[src/rtl/temp_pkg.sv]
// Shared constants and types for the temperature averaging and display stage.
package temp_pkg;

  localparam logic [1:0] MODE_AVG_C = 2'b00;
  localparam logic [1:0] MODE_AVG_F = 2'b01;
  localparam logic [1:0] MODE_MIN_C = 2'b10;
  localparam logic [1:0] MODE_MAX_C = 2'b11;

  // F = C * 9/5 + 32 evaluated on 1/16 degC units: 115/1024 ~= 9/80
  localparam int C2F_MUL  = 115;
  localparam int C2F_RND  = 512;
  localparam int C2F_SHR  = 10;
  localparam int F_OFFSET = 32;

  typedef logic [0:0] fill_state_t;
  localparam fill_state_t FILL_EMPTY = 1'b0;
  localparam fill_state_t FILL_RUN   = 1'b1;

endpackage

[src/rtl/temp_avg_ring.sv]
// Power-of-two moving average over raw samples; emits the average (1/16 degC)
// two cycles after the sample is accepted.
module temp_avg_ring
  import temp_pkg::*;
#(
  parameter int unsigned TEMP_W   = 13,
  parameter int unsigned AVG_LOG2 = 3
) (
  input  logic                     clk_i,
  input  logic                     rst_i,
  input  logic                     sample_valid_i,
  input  logic signed [TEMP_W-1:0] temp_raw_i,
  input  logic                     flush_i,
  output logic                     avg_valid_o,
  output logic signed [TEMP_W-1:0] avg16_o
);

  localparam int unsigned N  = 1 << AVG_LOG2;
  localparam int unsigned SW = TEMP_W + AVG_LOG2;
  localparam int unsigned PW = (AVG_LOG2 == 0) ? 1 : AVG_LOG2;
  localparam logic [PW-1:0] PTR_LAST = PW'(N - 1);

  fill_state_t              state_q, state_d;
  logic signed [TEMP_W-1:0] ring_q [N];
  logic [PW-1:0]            ptr_q, ptr_d;
  logic signed [SW-1:0]     sum_q, sum_d;
  logic signed [SW-1:0]     new_ext, old_ext;
  logic                     sum_vld_q, avg_valid_q;
  logic signed [TEMP_W-1:0] avg16_q;
  logic                     first;

  always_comb begin
    new_ext = temp_raw_i;
    old_ext = ring_q[ptr_q];
    // A sample arriving with flush is the first sample of a fresh window.
    first   = sample_valid_i && (flush_i || (state_q == FILL_EMPTY));
    state_d = state_q;
    ptr_d   = ptr_q;
    sum_d   = sum_q;
    if (first) begin
      state_d = FILL_RUN;
      ptr_d   = '0;
      sum_d   = new_ext <<< AVG_LOG2;
    end else if (flush_i) begin
      state_d = FILL_EMPTY;
    end else if (sample_valid_i) begin
      sum_d = sum_q + new_ext - old_ext;
      ptr_d = (ptr_q == PTR_LAST) ? '0 : ptr_q + 1'b1;
    end
  end

  always_ff @(posedge clk_i or posedge rst_i) begin
    if (rst_i) begin
      state_q     <= FILL_EMPTY;
      ptr_q       <= '0;
      sum_q       <= '0;
      sum_vld_q   <= 1'b0;
      avg_valid_q <= 1'b0;
      avg16_q     <= '0;
      for (int unsigned i = 0; i < N; i++) ring_q[i] <= '0;
    end else begin
      state_q     <= state_d;
      ptr_q       <= ptr_d;
      sum_q       <= sum_d;
      sum_vld_q   <= sample_valid_i;
      avg_valid_q <= sum_vld_q;
      if (sum_vld_q) avg16_q <= TEMP_W'(sum_q >>> AVG_LOG2);
      if (first) begin
        for (int unsigned i = 0; i < N; i++) ring_q[i] <= temp_raw_i;
      end else if (sample_valid_i) begin
        ring_q[ptr_q] <= temp_raw_i;
      end
    end
  end

  assign avg_valid_o = avg_valid_q;
  assign avg16_o     = avg16_q;

endmodule

[src/rtl/temp_monitor.sv]
// Averaged temperature in C/F with min/max tracking, hysteretic alarms and a
// mode-selected display value; one sample per cycle, 3-cycle latency.
module temp_monitor
  import temp_pkg::*;
#(
  parameter int unsigned TEMP_W   = 13,
  parameter int unsigned AVG_LOG2 = 3,
  parameter int unsigned OUT_W    = 10,
  parameter int          HI_C     = 30,
  parameter int          LO_C     = 10,
  parameter int          HYST     = 2
) (
  input  logic                    clk_100MHz,
  input  logic                    reset,
  input  logic                    sample_valid,
  input  logic signed [TEMP_W-1:0] temp_raw,
  input  logic                    flush,
  input  logic                    clear_minmax,
  input  logic [1:0]              mode,
  output logic                    out_valid,
  output logic signed [OUT_W-1:0] avg_c,
  output logic signed [OUT_W-1:0] avg_f,
  output logic signed [OUT_W-1:0] min_c,
  output logic signed [OUT_W-1:0] max_c,
  output logic                    alarm_hi,
  output logic                    alarm_lo,
  output logic signed [OUT_W-1:0] disp_value,
  output logic                    disp_is_f
);

  localparam int OUT_MAX = (1 << (OUT_W - 1)) - 1;
  localparam int OUT_MIN = -(1 << (OUT_W - 1));

  function automatic logic signed [OUT_W-1:0] sat(input int v);
    if (v > OUT_MAX) return OUT_W'(OUT_MAX);
    if (v < OUT_MIN) return OUT_W'(OUT_MIN);
    return OUT_W'(v);
  endfunction

  logic                     avg_vld;
  logic signed [TEMP_W-1:0] avg16;
  int                       avg_i;
  logic signed [OUT_W-1:0]  c_new, f_new;

  logic                     valid_q;
  logic signed [OUT_W-1:0]  avg_c_q, avg_c_d, avg_f_q, avg_f_d;
  logic signed [OUT_W-1:0]  min_q, min_d, max_q, max_d;
  logic                     mmv_q, mmv_d;
  logic                     hi_q, hi_d, lo_q, lo_d;
  logic signed [OUT_W-1:0]  disp_q, disp_d;
  logic                     is_f_q, is_f_d;

  temp_avg_ring #(
    .TEMP_W   (TEMP_W),
    .AVG_LOG2 (AVG_LOG2)
  ) u_ring (
    .clk_i          (clk_100MHz),
    .rst_i          (reset),
    .sample_valid_i (sample_valid),
    .temp_raw_i     (temp_raw),
    .flush_i        (flush),
    .avg_valid_o    (avg_vld),
    .avg16_o        (avg16)
  );

  always_comb begin
    avg_i = int'(avg16);
    c_new = sat(avg_i >>> 4);
    f_new = sat(((avg_i * C2F_MUL + C2F_RND) >>> C2F_SHR) + F_OFFSET);

    avg_c_d = avg_c_q;
    avg_f_d = avg_f_q;
    min_d   = min_q;
    max_d   = max_q;
    mmv_d   = mmv_q;
    hi_d    = hi_q;
    lo_d    = lo_q;
    if (avg_vld) begin
      avg_c_d = c_new;
      avg_f_d = f_new;
      // A clear landing on a result reseeds min/max from that result.
      if (!mmv_q || clear_minmax) begin
        min_d = c_new;
        max_d = c_new;
        mmv_d = 1'b1;
      end else begin
        if (c_new < min_q) min_d = c_new;
        if (c_new > max_q) max_d = c_new;
      end
      if (c_new >= HI_C)             hi_d = 1'b1;
      else if (c_new <= HI_C - HYST) hi_d = 1'b0;
      if (c_new <= LO_C)             lo_d = 1'b1;
      else if (c_new >= LO_C + HYST) lo_d = 1'b0;
    end else if (clear_minmax) begin
      mmv_d = 1'b0;
    end

    disp_d = '0;
    is_f_d = 1'b0;
    unique case (mode)
      MODE_AVG_C: disp_d = avg_c_q;
      MODE_AVG_F: begin
        disp_d = avg_f_q;
        is_f_d = 1'b1;
      end
      MODE_MIN_C: disp_d = mmv_q ? min_q : '0;
      MODE_MAX_C: disp_d = mmv_q ? max_q : '0;
      default:    disp_d = '0;
    endcase
  end

  always_ff @(posedge clk_100MHz or posedge reset) begin
    if (reset) begin
      valid_q <= 1'b0;
      avg_c_q <= '0;
      avg_f_q <= '0;
      min_q   <= '0;
      max_q   <= '0;
      mmv_q   <= 1'b0;
      hi_q    <= 1'b0;
      lo_q    <= 1'b0;
      disp_q  <= '0;
      is_f_q  <= 1'b0;
    end else begin
      valid_q <= avg_vld;
      avg_c_q <= avg_c_d;
      avg_f_q <= avg_f_d;
      min_q   <= min_d;
      max_q   <= max_d;
      mmv_q   <= mmv_d;
      hi_q    <= hi_d;
      lo_q    <= lo_d;
      disp_q  <= disp_d;
      is_f_q  <= is_f_d;
    end
  end

  assign out_valid  = valid_q;
  assign avg_c      = avg_c_q;
  assign avg_f      = avg_f_q;
  assign min_c      = min_q;
  assign max_c      = max_q;
  assign alarm_hi   = hi_q;
  assign alarm_lo   = lo_q;
  assign disp_value = disp_q;
  assign disp_is_f  = is_f_q;

endmodule

[config.mk]
export PLATFORM = sky130hd
export DESIGN_NAME = temp_monitor
export DESIGN_NICKNAME = d
export VERILOG_FILES = /design/src/rtl/temp_pkg.sv /design/src/rtl/temp_avg_ring.sv /design/src/rtl/temp_monitor.sv
export SDC_FILE = /design/constraint.sdc
export NUM_CORES = 1
export LEC_CHECK = 0
export BUFFER_PORTS_ARGS = -buffer_cell sky130_fd_sc_hd__buf_2
export CAP_MARGIN = 20
export CORE_UTILIZATION = 55
export CTS_CLUSTER_SIZE = 30
export DETAILED_ROUTE_END_ITERATION = 8
export GPL_TIMING_DRIVEN = 0
export PLACE_DENSITY_LB_ADDON = 0.15
export SLEW_MARGIN = 10
export SYNTH_ARGS = -nofsm -noshare
export SYNTH_HDL_FRONTEND = slang
export SYNTH_SLANG_ARGS = --single-unit
[constraint.sdc]
create_clock -name clk_100MHz -period 8 [get_ports clk_100MHz]
set_input_delay 0.4 -clock clk_100MHz [delete_from_list [all_inputs] [get_ports clk_100MHz]]
set_output_delay 0.4 -clock clk_100MHz [all_outputs]
set_load 0.005 [all_outputs]
==> results.cfg <==
[status]
status = complete, no violations

[clock_network]
ctsHoldBuffers = 0
clk_pin_slew_ps = 80
htree_num_levels = 4
clock_path_buffers = 2
cts_root_buffer = clkbuf_16
cts_buffers = 17
clkSinkCount = 194
cts-resized-gates = 0
clk_latency_ps = 440
cts_setup_buffers = 0
cts_tree = done

[synthesis]
yosysUniqueCellTypes = 67
synthCells = 1275
ys_seq_area_share_pct = 38.7
synth-edff-count = 0
synth_common_cells = dfrtp_1, nand2_1, inv_1
syn_avg_cell_area_um2 = 9.85
synth_ff_type = dfrtp_1
synthTopCellsByArea = dfrtp_1, ha_1, mux4_2
synth_top_area_share_pct = 38.7
yosys_warnings = 0
synth_area_um2 = 12600
yosysMostFrequentCell = dfrtp_1
ys_async_sr_fraction_pct = 100
yosysTopAreaCell = dfrtp_1
ys_ff_latch = 194
synthesis.nets = 1442

[timing]
max_freq_mhz = 153
max-slew-margin-rel_pct = 31.7
drv_slew = 0
hold_violations = 0
max_slew.worst_pin.slew_ps = 1020
fin_crit_sh_pct = 81.7
setup_violations = 0
rsz0062_at_grt = false
fin_ws_ps = 1460
setup_tns_ps = 0
skew_ps = 17.3
fin_crit_ps = 6540

[die]
dieArea_um2 = 23400
top_level_ports = 74
fp-row-count = 54
start_util_pct = 56.8
core_um2 = 22100
dieHeight_um = 153
die_w_um = 153

[grt]
grt_usage_pct = 28.3
antenna_found_initial = 0
grt_max_degree = 100
grt_pass1_wl_um = 51800
first_global_vias = 9841
gr-total-overflow = 0

[worst_setup_path]
path_buf_inv = 5
cp_slowest_cell = dfrtp_1
path_delay_family = adder cells
crit_path_end_kind = flip-flop
crit_type = reg -> reg
crit_fanout = 11
start_kind = flip-flop
crit_chain = clkbuf_1, inv_1, ha_1, ha_1, inv_1, fa_1, fa_1, inv_1, ha_1, nand4_1, or2_1, o21ai_0, a2bb2oi_2, ha_1, inv_1, a311o_1, and2_4, o31a_1, o311ai_4, o21ai_0
worstPathArrival_ps = 6820
slowest_delay_ps = 670
cp.required_ps = 8290

[run]
max_cap_viol_count = 0

[hold_path]
min_path_type = in -> async

[route]
wl_um = 31600
routedWlPerCell_um = 19.0
num_vias = 9805
vias_per_cell = 5.90
drt_pass1_iterations = 5
ant_nets = 0
drc_errors = 0
drt_iter0_drc = 671

[finish]
design_area_um2 = 14000
antenna_cells = 0
syn_to_final_growth_pct = 11.3
drive_above_1_share_pct = 13.3
nNetsFinal = 1535

[place]
gp_congestion = 0.856
placed_area_um2 = 13300
place_ws_ps = 1500
numPortBuffers = 73
hpwl_um = 23500
[sequential cells by signal, summed over array words and instances (netlist names), 3 cells and up]
name,cells
avg_c,10
avg_f,10
min_c,10
u_ring.sum_q,16
disp_value,10
u_ring.ptr_q,3
u_ring.avg16_o,13
max_c,10
u_ring.ring_q,104
[placed cells by master (no fill, tap or decap), types with 4 or more instances in the layout]
master and n:
buf_1 11, nor2b_1 17, xnor2_1 23, mux2_2 24, o21ai_1 8, nand2_1 185
nand2b_1 7, nor2_1 36, a21oi_1 44, fa_1 40, clkinv_8 6, a211oi_1 10
nand4_1 4, clkbuf_1 40, mux4_2 36, and2_1 5, o211ai_1 5, or3_1 4
inv_8 4, and3_1 6, clkinv_1 8, or4_1 6, a21o_1 9, clkbuf_16 17
ha_1 107, buf_2 73, xor2_1 16, o21ai_0 147, o21a_1 10, inv_1 152
o2111ai_1 9, nor3_1 13, dfrtp_1 194, mux2i_1 15, nand3_1 17, or2_2 5
a22oi_1 8
[stage by stage]
stage,util (%),cells,hold WS [ps]
finish,63.3,1661,54.9
global route,63.3,1661,107
CTS,63.3,1661,84.1
detailed placement,60.2,1629,379
global placement,60.1,1628,381
floorplan,-,1275,352
[worst register-to-register path, stage by stage (launching register included)]
cell and delay [ps]:
dfrtp_1 670, clkbuf_1 520, inv_1 340, ha_1 370
ha_1 360, inv_1 80, fa_1 500, fa_1 510
inv_1 40, ha_1 370, nand4_1 150, or2_1 290
o21ai_0 220, a2bb2oi_2 360, ha_1 240, inv_1 60
a311o_1 300, and2_4 150, o31a_1 300, o311ai_4 380
o21ai_0 160
[final timing paths]
| kind | cells after the start | endpoint | slack (ps) | from |
|---|---|---|---|---|
| worst max-delay path | 20 | avg_f[1]$_DFFE_PP0P_ | 1460 | u_ring.avg16_o[12]$_DFFE_PP0P_ |
| worst min-delay path | 2 | disp_value[3]$_DFF_PP0_ | 50 | reset |
| worst max register to register | 20 | avg_f[1]$_DFFE_PP0P_ | 1460 | u_ring.avg16_o[12]$_DFFE_PP0P_ |
| worst min register to register | 0 | out_valid$_DFF_PP0_ | 390 | u_ring.avg_valid_o$_DFF_PP0_ |
| max in group asynchronous | 3 | u_ring.avg16_o[2]$_DFFE_PP0P_ | 6970 | reset |
| min in group clk_100MHz | 1 | u_ring.sum_vld_q$_DFF_PP0_ | 110 | sample_valid |
[area by class of cell]
cell class,count,area (um2)
Fill cell,1853,8120
Multi-Input combinational cell,869,6910
Sequential cell,194,4850
Inverter,161,612
Clock buffer,17,425
Timing Repair Buffer,74,393
Tap cell,280,350
Clock inverter,15,243
Buffer,51,191
[metal layers]
metal	track usage, %	wire length [um]
met1	36.7	13400
met2	49.2	15900
met3	3.29	1460
met4	9.81	809
met5	0	0
[cell families after synthesis]
kind of cell | synth area share (%)
buffers and inverters | 6.34
flip-flops | 38.7
XOR/XNOR | 2.72
AO/OA/AOI/OAI | 14.2
adder cells (fa/ha/maj) | 17.0
multiplexers | 9.80
AND/OR/NAND/NOR | 11.3
Power is not shown: default switching activity piles up to over one toggle a cycle in this logic, so the estimate is an artifact.
